--- config.mk ---
export PLATFORM = sky130hd
export DESIGN_NAME = io_bus_arbiter
export DESIGN_NICKNAME = d
export VERILOG_FILES = /design/src/rtl/io_bus_arbiter.sv
export SDC_FILE = /design/constraint.sdc
export NUM_CORES = 1
export LEC_CHECK = 0
export ABC_AREA = 1
export CORE_MARGIN = 1
export CORE_UTILIZATION = 37
export DETAILED_ROUTE_END_ITERATION = 10
export GPL_TIMING_DRIVEN = 0
export PLACE_DENSITY = 0.82
export SYNTH_ARGS = -nofsm -noshare
export SYNTH_HDL_FRONTEND = slang
export SYNTH_SLANG_ARGS = --single-unit
--- constraint.sdc ---
create_clock -name clk -period 2.2 [get_ports clk]
set_input_delay 0.44 -clock clk [delete_from_list [all_inputs] [get_ports clk]]
set_output_delay 0.44 -clock clk [all_outputs]
set_load 0.005 [all_outputs]
--- src/rtl/io_bus_arbiter.sv ---
// rtl/io_bus_arbiter.sv - round-robin arbiter onto the iosystem even/odd byte-bank register port
module io_bus_arbiter #(
  parameter int          NUM_REQ    = 2,
  parameter logic [14:0] IDLE_RADDR = 15'h7FFF
) (
  input  logic                   clk,
  input  logic                   reset,
  input  logic [NUM_REQ-1:0]     req_valid,
  input  logic [NUM_REQ-1:0]     req_write,
  input  logic [NUM_REQ-1:0]     req_wide,
  input  logic [16*NUM_REQ-1:0]  req_addr,
  input  logic [16*NUM_REQ-1:0]  req_wdata,
  output logic [NUM_REQ-1:0]     req_ready,
  output logic [NUM_REQ-1:0]     rsp_valid,
  output logic [15:0]            rsp_rdata,
  output logic                   busy,
  output logic [14:0]            read_addr_even,
  output logic [14:0]            read_addr_odd,
  output logic [14:0]            write_addr_even,
  output logic [14:0]            write_addr_odd,
  output logic [7:0]             write_data_even,
  output logic [7:0]             write_data_odd,
  output logic                   write_en_even,
  output logic                   write_en_odd,
  input  logic [7:0]             read_data_even,
  input  logic [7:0]             read_data_odd
);

  localparam int PW = (NUM_REQ > 1) ? $clog2(NUM_REQ) : 1;
  localparam logic [14:0] IDLE_WADDR = IDLE_RADDR ^ 15'h0001;

  typedef enum logic [1:0] {S_IDLE, S_ISSUE, S_WAIT} state_t;

  state_t               state, state_nxt;
  logic [PW-1:0]        prio;
  logic                 grant_found;
  logic [PW-1:0]        grant_idx;
  logic [PW-1:0]        scan_idx;
  logic [NUM_REQ-1:0]   grant_oh;
  logic                 accept;

  logic                 sel_write, sel_wide;
  logic [15:0]          sel_addr, sel_wdata;
  logic [14:0]          word_idx, word_idx_inc;
  logic [14:0]          even_idx, odd_idx;
  logic                 even_used, odd_used;
  logic [7:0]           even_byte, odd_byte;

  logic                 lat_write, lat_wide, lat_odd;
  logic [PW-1:0]        lat_idx;
  logic [NUM_REQ-1:0]   lat_oh;
  logic [7:0]           lo_byte, hi_byte;

  logic [14:0]          ra_even_n, ra_odd_n, wa_even_n, wa_odd_n;
  logic [7:0]           wd_even_n, wd_odd_n;
  logic                 we_even_n, we_odd_n;
  logic [NUM_REQ-1:0]   rsp_valid_n;
  logic [15:0]          rsp_rdata_n;

  // Round-robin search starting at the current highest-priority requester
  always_comb begin
    grant_found = 1'b0;
    grant_idx   = '0;
    scan_idx    = '0;
    for (int k = 0; k < NUM_REQ; k++) begin
      scan_idx = PW'((int'(prio) + k) % NUM_REQ);
      if (!grant_found && req_valid[scan_idx]) begin
        grant_found = 1'b1;
        grant_idx   = scan_idx;
      end
    end
  end

  // One-hot forms of the live grant and of the in-flight requester
  always_comb begin
    grant_oh = '0;
    lat_oh   = '0;
    for (int i = 0; i < NUM_REQ; i++) begin
      grant_oh[i] = grant_found && (grant_idx == PW'(i));
      lat_oh[i]   = (lat_idx == PW'(i));
    end
  end

  assign accept    = (state == S_IDLE) && grant_found;
  assign req_ready = (state == S_IDLE) ? grant_oh : '0;
  assign busy      = (state != S_IDLE);

  // Byte-lane mapping of the winning request: low byte lands on the bank picked by A[0]
  always_comb begin
    sel_write    = req_write[grant_idx];
    sel_wide     = req_wide[grant_idx];
    sel_addr     = req_addr[16*grant_idx +: 16];
    sel_wdata    = req_wdata[16*grant_idx +: 16];
    word_idx     = sel_addr[15:1];
    word_idx_inc = word_idx + 15'd1;
    odd_idx      = word_idx;
    even_idx     = sel_addr[0] ? word_idx_inc : word_idx;
    even_used    = !sel_addr[0] || sel_wide;
    odd_used     = sel_addr[0] || sel_wide;
    even_byte    = sel_addr[0] ? sel_wdata[15:8] : sel_wdata[7:0];
    odd_byte     = sel_addr[0] ? sel_wdata[7:0]  : sel_wdata[15:8];
  end

  // State register plus the request latch and round-robin pointer
  always_ff @(posedge clk or posedge reset) begin
    if (reset) begin
      state     <= S_IDLE;
      prio      <= '0;
      lat_write <= 1'b0;
      lat_wide  <= 1'b0;
      lat_odd   <= 1'b0;
      lat_idx   <= '0;
    end else begin
      state <= state_nxt;
      if (accept) begin
        lat_write <= sel_write;
        lat_wide  <= sel_wide;
        lat_odd   <= sel_addr[0];
        lat_idx   <= grant_idx;
        prio      <= (grant_idx == PW'(NUM_REQ-1)) ? '0 : grant_idx + 1'b1;
      end
    end
  end

  // Next state: writes finish after ISSUE, reads spend one extra cycle for the bank latency
  always_comb begin
    state_nxt = state;
    case (state)
      S_IDLE:  if (accept) state_nxt = S_ISSUE;
      S_ISSUE: state_nxt = lat_write ? S_IDLE : S_WAIT;
      S_WAIT:  state_nxt = S_IDLE;
      default: state_nxt = S_IDLE;
    endcase
  end

  // Next values of the registered outputs; read and write index of a lane always differ in bit 0
  always_comb begin
    ra_even_n   = IDLE_RADDR;
    ra_odd_n    = IDLE_RADDR;
    wa_even_n   = IDLE_WADDR;
    wa_odd_n    = IDLE_WADDR;
    wd_even_n   = 8'h00;
    wd_odd_n    = 8'h00;
    we_even_n   = 1'b0;
    we_odd_n    = 1'b0;
    lo_byte     = lat_odd ? read_data_odd  : read_data_even;
    hi_byte     = lat_odd ? read_data_even : read_data_odd;
    rsp_valid_n = '0;
    rsp_rdata_n = rsp_rdata;
    if (accept) begin
      if (even_used) begin
        if (sel_write) begin
          wa_even_n = even_idx;
          wd_even_n = even_byte;
          we_even_n = 1'b1;
          ra_even_n = even_idx ^ 15'h0001;
        end else begin
          ra_even_n = even_idx;
          wa_even_n = even_idx ^ 15'h0001;
        end
      end
      if (odd_used) begin
        if (sel_write) begin
          wa_odd_n = odd_idx;
          wd_odd_n = odd_byte;
          we_odd_n = 1'b1;
          ra_odd_n = odd_idx ^ 15'h0001;
        end else begin
          ra_odd_n = odd_idx;
          wa_odd_n = odd_idx ^ 15'h0001;
        end
      end
    end
    if (state == S_ISSUE && lat_write) begin
      rsp_valid_n = lat_oh;
    end
    if (state == S_WAIT) begin
      rsp_valid_n = lat_oh;
      rsp_rdata_n = lat_wide ? {hi_byte, lo_byte} : {8'h00, lo_byte};
    end
  end

  // Output registers: bank port, completion pulse and held read data
  always_ff @(posedge clk or posedge reset) begin
    if (reset) begin
      read_addr_even  <= IDLE_RADDR;
      read_addr_odd   <= IDLE_RADDR;
      write_addr_even <= IDLE_WADDR;
      write_addr_odd  <= IDLE_WADDR;
      write_data_even <= 8'h00;
      write_data_odd  <= 8'h00;
      write_en_even   <= 1'b0;
      write_en_odd    <= 1'b0;
      rsp_valid       <= '0;
      rsp_rdata       <= 16'h0000;
    end else begin
      read_addr_even  <= ra_even_n;
      read_addr_odd   <= ra_odd_n;
      write_addr_even <= wa_even_n;
      write_addr_odd  <= wa_odd_n;
      write_data_even <= wd_even_n;
      write_data_odd  <= wd_odd_n;
      write_en_even   <= we_even_n;
      write_en_odd    <= we_odd_n;
      rsp_valid       <= rsp_valid_n;
      rsp_rdata       <= rsp_rdata_n;
    end
  end

endmodule

==> summary.md, run 1 <==
| Metric | Value |
|---|---|
| Outcome | completed |
| Average size of a mapped cell | around 8.2 µm² |
| I/O pin total | around 190 |
| Antenna diode count | 0 |
| CTS tree | done |
| Clock H-tree levels | 3 |
| Mapped cell area | 3890 µm² |
| WS Path Type | input pin to primary output |
| Hold Path Class | flop to flop |
| GRT overflow | 0 |
| Layout cells sized above 1 | 0.182 |
| CTS Sinks | 75 |
| HP Start | lat_idx |
| Iter 0 DRT Violations | roughly 160 |
| Die width | 105 µm |
| Post-route design area | 6230 µm² |
| M1 GR Usage | 0.256 |
| Skew-Pair Late Insertion Delay | 0.35 ns |
| CP startpoint kind | input pin |
| CP Cell Sequence | dlygate4sd2_1 -> nand2_4 -> buf_12 -> nor2_1 -> clkdlybuf4s50_1 |
| Max cap viols | 0 |
| Flop2flop setup slack | 0.21 ns |
| Routed Antenna Nets | 0 |
| Slew Limit Fails | 0 |
| CTS root buffer | clkbuf_8 |
| Family with the most delay on the worst path | buffers and inverters |
| Via count | 3997 |
| Max incr delay on CP | 0.51 ns |
| Reg2reg end | rsp_rdata[1] |
| Detail Placement HPWL | 9410 µm |
| TritonCTS buffer count | 9 |
| Unrepaired setup endpoints after global routing | false |
| WHS | around 0.45 ns |
| Vias in the first global route | about 4000 |
| Total GRT Usage | 0.226 |
| GP Congestion | a little over 0.8 |
| GR met3 Demand/Resource | 0.0462 |
| Final hold vios | 0 |
| Synth warnings | 0 |
| Crit path max fanout | 6 |
| Gr busiest metal | met2 |
| Syn nets | 561 |
| DIE AREA | 10900 µm² |
| Grt met2 use | 0.395 |
| Post-Route WL | 12100 µm |
| Clock-pin slew on the worst setup and hold paths | about 0.07 ns |
| Commonest non-fill, non-tap cells in the layout | clkdlybuf4s50_1, nand2_1, nand3_1, dfrtp_1, o21ai_0 |
| Mapped Cells | 473 |
| Setup-failing EPs final | 0 |
| Port Buf Inserts | roughly 190 |
| Area after DPL | between 5000 and 6000 µm² |
| Fmax | 0.465 GHz |
| Clock tree buffer depth | 2 |
| Die height | 105 µm |
| Core region area | 10300 µm² |
| FF-to-FF path depth | 6 |
| DRC viols | 0 |
| Bufs and invs on worst path | 3 |
| Critical path capture point type | primary output |
| Crit path DAT | 1.71 ns |
| P per Cell Area | 1100 nW/µm² |
| Nets | 764 |
| WL/cell | 14.9 µm |
| Hold path depth | 1 |
| Post-synthesis sequential area ratio | 0.492 |
| Synth Register Bits | 75 |
| Count of different cell masters after synthesis | 28 |
| Initial antenna violation count | 0 |
| Period utilization | 0.977 |
| Vias per inst | 4.90 |
| Slew HR | 0.512 |
| R2r startpoint | state[1] |
| Critical path required time | between 1.5 and 2 ns |
| Initial Util | 0.379 |
| Crit path max-delay cell type | clkdlybuf4s50_1 |
| Largest net degree at the start of global routing | between 40 and 50 |
| Most common cell after layout, fill and taps aside | clkdlybuf4s50_1 |
| Pleak | 2.88 nW |
| Clk_skew | 0.00747 ns |
| Peak supply drop | approximately 0.42 mV |
| Worst Tran Pin Value | between 0.7 and 0.8 ns |
| P&R area growth vs syn | 60.3% |
| Rows | 37 |
| First-pass GRT wire length | about 19000 µm |
| Power Total | 0.00685 W |
| Endpoint, Worst Hold | rsp_valid[0] |
| Fin crit period | 2.15 ns |
| DR pass1 iterations | 4 |
## report_power, final
group | leakage, nW | switching (W) | internal (W)
Sequential | 0.903 | 0.000271 | 0.00202
Combinational | 1.87 | 0.00151 | 0.00189
Clock | 0.108 | 0.000495 | 0.000659
## area by class of cell
class | count | area, µm²
Fill cell | 895 | 4040
Sequential cell | 75 | 1910
Inverter | 43 | 165
Tap cell | 136 | 170
Buffer | 45 | 313
Timing Repair Buffer | 193 | 1920
Clock buffer | 10 | 138
Clock inverter | 5 | 77.6
Multi-Input combinational cell | 309 | 1530
## how the worst max path moves through the flow
stage / start / endpoint / slack (ns) / cells past startpoint
floorplan: req_valid[0] / write_addr_even[7] / 0.69 / 9
global placement: req_valid[1] / req_ready[0] / -0.52 / 7
detailed placement: req_valid[0] / req_ready[0] / -0.53 / 8
CTS: state[0] / req_ready[0] / 0.0002 / 6
global route: req_valid[1] / req_ready[1] / 0.003 / 5
finish: req_valid[1] / req_ready[1] / 0.05 / 5
## per-stage QoR
stage | util | std cells | setup WS (ns) | setup TNS [ns]
2_1_floorplan | - | 473 | 0.692 | 0
3_3_place_gp | 0.577 | 795 | -0.522 | -8.02
3_5_place_dp | 0.579 | 796 | -0.531 | -7.93
4_1_cts | 0.603 | 813 | 0.000234 | 0
5_1_grt | 0.607 | 816 | 0.00328 | 0
6_report | 0.607 | 816 | 0.0501 | 0
## repair_timing
action | CTS | global route
pin swaps | 1 | 1
hold buffers | 0 | 0
endpoints found under the setup margin | 2 | 1
buffers inserted | 3 | 3
gates resized for setup | 8 | 2
## cell usage after synthesis
master,n,area (µm²)
inv_1,37,139
nand2_1,136,510
nor2_1,34,128
nor2_2,2,12.5
a211oi_2,7,87.6
nor3_4,1,16.3
a21oi_1,2,10.0
nand2_2,6,37.5
nor3_2,1,10.0
o21ai_2,2,17.5
clkbuf_1,2,7.51
nor2_4,1,11.3
inv_2,4,15.0
nand2_4,1,11.3
o21ai_1,5,25.0
dfstp_2,30,788
nand3_4,1,17.5
o21ai_0,40,200
a211oi_1,1,7.51
nand3_1,49,245
xor2_1,2,17.5
clkinv_1,2,7.51
a21boi_0,1,7.51
mux2i_1,8,80.1
dfrtp_1,45,1130
buf_4,31,233
buf_2,13,65.1
nand4_1,9,56.3
## cell families (layout without fill, tap and decap cells)
logic type      count (synthesis)  after routing  synth area share
buf+inv                        89            296             0.120
flops                          75             75             0.492
compound gates                 58             58            0.0913
simple gates                  241            241             0.271
xor+xnor                        2              2           0.00450
mux                             8              8            0.0206
## flip-flops by register name, summed over array words and instances, names as in the netlist, 2 cells and up
| register | cells |
|---|---|
| read_addr_even | 2 |
| write_data_odd | 8 |
| write_addr_even | 14 |
| write_addr_odd | 14 |
| state | 2 |
| read_addr_odd | 2 |
| rsp_rdata | 16 |
| rsp_valid | 2 |
| write_data_even | 8 |
## per-layer routing
metal  vias to the layer above  share of wire
li1                       1901              -
met1                      1884           0.40
met2                       191           0.50
met3                        21          0.076
met4                         0          0.022
met5                         -              0
(Power assumes the default switching activity.)
==> inputs of run 2 (changes only) <==
--- a/config.mk
+++ b/config.mk
@@ -7,10 +7,10 @@
 export LEC_CHECK = 0
 export ABC_AREA = 1
 export CORE_MARGIN = 1
-export CORE_UTILIZATION = 37
+export CORE_UTILIZATION = 44
 export DETAILED_ROUTE_END_ITERATION = 10
 export GPL_TIMING_DRIVEN = 0
-export PLACE_DENSITY = 0.82
+export PLACE_DENSITY = 0.91
 export SYNTH_ARGS = -nofsm -noshare
 export SYNTH_HDL_FRONTEND = slang
 export SYNTH_SLANG_ARGS = --single-unit
==> constraint.sdc (replaced) <==
create_clock -name clk -period 2.5 [get_ports clk]
set_input_delay 0.5 -clock clk [delete_from_list [all_inputs] [get_ports clk]]
set_output_delay 0.5 -clock clk [all_outputs]
set_load 0.005 [all_outputs]
==> run 2 against run 1 <==
Total power shrank 13%. Routed wire length is 4.4% lower. Largest cell class unchanged. Largest power group unchanged. Clock-buffer cell count increased by 1. Clock skew fell by 0.0015 ns. Worst setup slack improved by 0.084 ns. Highest routed layer unchanged.
==> summary.md, run 2 (same netlist as run 1, synthesis figures left out) <==
| Metric | Value |
|---|---|
| Comb pwr share | 0.496 (about the same) |
| Nets | 757 (-0.92%) |
| Crit path DAT | 1.87 ns (+0.16 ns) |
| Largest net degree at the start of global routing | 76 (+77%) |
| Port Buf Inserts | 186 (unchanged) |
| FF-to-FF path depth | 6 (unchanged) |
| Post-CTS Resized | 4 (-4) |
| Critical path required time | 2.00 ns (+0.24 ns) |
| Iter 0 DRT Violations | 107 (-32%) |
| Hold path depth | 1 (unchanged) |
| DP Cell Count | 764 (-4.0%) |
| WS Path Type | flop to primary output |
| Clock H-tree levels | 3 (unchanged) |
| Slew HR | 0.407 (-0.105) |
| Rows | 33 (-11%) |
| First-pass GRT wire length | 17800 µm (-7.5%) |
| Endpoint, Worst Hold | rsp_valid[0] |
| Vias per inst | 5.04 (+2.8%) |
| CTS Sinks | 75 (unchanged) |
| DIE AREA | 9220 µm² (-16%) |
| NetSw | 0.00197 W (-13%) |
| Routed Antenna Nets | 0 (unchanged) |
| Peak supply drop | 0.463 mV (+11%) |
| P&R area growth vs syn | 57.1% |
| Via count | 3924 (-1.8%) |
| WHS | 0.445 ns (-0.00233 ns) |
| Sequential Power Share | 0.338 (+0.004) |
| Clock tree buffer depth | 2 (unchanged) |
| P per Cell Area | 970 nW/µm² (-12%) |
| Period utilization | 0.947 |
| Final hold vios | 0 (unchanged) |
| CTS root buffer | clkbuf_8 |
| Post-route design area | 6110 µm² (-2.0%) |
| CP startpoint kind | flop |
| GP Congestion | 0.885 (+10%) |
| DR pass1 iterations | 4 (unchanged) |
| Setup-failing EPs final | 0 (unchanged) |
| Most common cell after layout, fill and taps aside | clkdlybuf4s50_1 |
| HP Start | lat_idx |
| Slew Limit Fails | 0 (unchanged) |
| Skew-Pair Late Insertion Delay | 0.34 ns (about the same) |
| Switch share | 0.333 (about the same) |
| Largest register FFs | 16 (unchanged) |
| Die width | 96.0 µm (-8.1%) |
| Clock power share | 0.166 (-0.003) |
| Max cap viols | 0 (unchanged) |
| Total GRT Usage | 0.258 (+0.0318) |
| Antenna diode count | 0 (unchanged) |
| Vias in the first global route | 3802 (-5.2%) |
| Clk_skew | 0.00593 ns (-0.00154 ns) |
| Crit path max fanout | 19 (+13) |
| Post-Route WL | 11600 µm (-4.4%) |
| TritonCTS buffer count | 9 (unchanged) |
| Pleak | 2.84 nW (-1.5%) |
| Hold Path Class | flop to flop |
| Fin crit period | 2.37 ns |
| Clock-pin slew on the worst setup and hold paths | 0.07 ns (about the same) |
| Critical path capture point type | primary output |
| Area after DPL | 5890 µm² (-1.0%) |
| Die height | 96.0 µm (-8.1%) |
| Initial Util | 0.464 (+0.0856) |
| DRC viols | 0 (unchanged) |
| Fmax | 0.423 GHz |
| R2r startpoint | state[1] |
| WL/cell | 14.9 µm (+0.19%) |
| Worst Tran Pin Value | 0.890 ns (+0.159 ns) |
| I/O pin total | 187 (unchanged) |
| Top Registers | rsp_rdata (16), write_addr_even (14), write_addr_odd (14) |
| Post-route insts no fill | 779 (-4.5%) |
| Detail Placement HPWL | 9060 µm (-3.7%) |
| Reg2reg end | rsp_rdata[6] |
| Commonest non-fill, non-tap cells in the layout | clkdlybuf4s50_1, nand2_1, nand3_1, dfrtp_1, o21ai_0 |
| Post-CTS Setup Repair Bufs | 0 (-3) |
| Core region area | 8380 µm² (-18%) |
| Hold_buf cts | 0 (unchanged) |
| Internal | 0.00395 W (-13%) |
| Top reg by flops | rsp_rdata |
| Flop2flop setup slack | 0.44 ns (+0.23 ns) |
| Initial antenna violation count | 0 (unchanged) |
| Layout cells sized above 1 | 0.175 (-0.00728) |
| CTS tree | done |
| Outcome | completed |
| GRT overflow | 0 (unchanged) |
## run 2: worst max-delay path by stage
stage                       from                  to  slack, ns  cells past startpoint
floorplan                  reset             lat_idx       0.14                      1
global placement           reset  write_data_even[6]      -0.96                      2
detailed placement  req_valid[0]        req_ready[0]      -0.46                      8
CTS                 req_valid[0]        req_ready[0]       0.02                      7
global route                prio        req_ready[0]     -0.002                      7
finish                      prio        req_ready[0]       0.13                      7
## run 2: final cells by class
| class | instances | area (µm²) |
|---|---|---|
| fillers | 650 | 2270 |
| well taps | 105 | 131 |
| plain buffers | 45 | 313 |
| inverters | 43 | 164 |
| clock inverters | 5 | 77.6 |
| flip-flops and latches | 75 | 1910 |
| repair buffers | 186 | 1850 |
| multi-input cells | 309 | 1530 |
| clock buffers | 11 | 131 |
## run 2: through the flow
step	total power (W)	worst slack [ns]	util	setup TNS (ns)
floorplan	0.00328	0.140	-	0
global placement	0.00483	-0.956	0.702	-52.46
detailed placement	0.00493	-0.462	0.702	-0.919
CTS	0.00593	0.0215	0.727	0
global route	0.00634	-0.00223	0.729	-0.00223
finish	0.00593	0.134	0.729	0
## run 2: per-layer routing
layer  share of wire  up-vias  GRT usage
met1            0.40     1858      0.309
met4           0.022        0      0.107
met5               0        -          0
met3           0.065       19     0.0482
met2            0.51      167      0.452
li1                -     1880          -
## run 2: worst max-delay path, cell delays in order (launching register included)
cell and delay (ns):
dfrtp_1 0.37, inv_1 0.08, nand2_2 0.10, nand2_2 0.14, buf_12 0.16, nand2_1 0.08
inv_1 0.09, clkdlybuf4s50_1 0.52
## run 2: power groups by stage
stage          logic [W]  registers, W  clock network (W)
2_1_floorplan    0.00125       0.00203                  0
3_3_place_gp     0.00283       0.00200                  0
3_5_place_dp     0.00292       0.00201                  0
4_1_cts          0.00293       0.00200           0.000998
5_1_grt          0.00321       0.00206            0.00107
6_report         0.00294       0.00200           0.000986
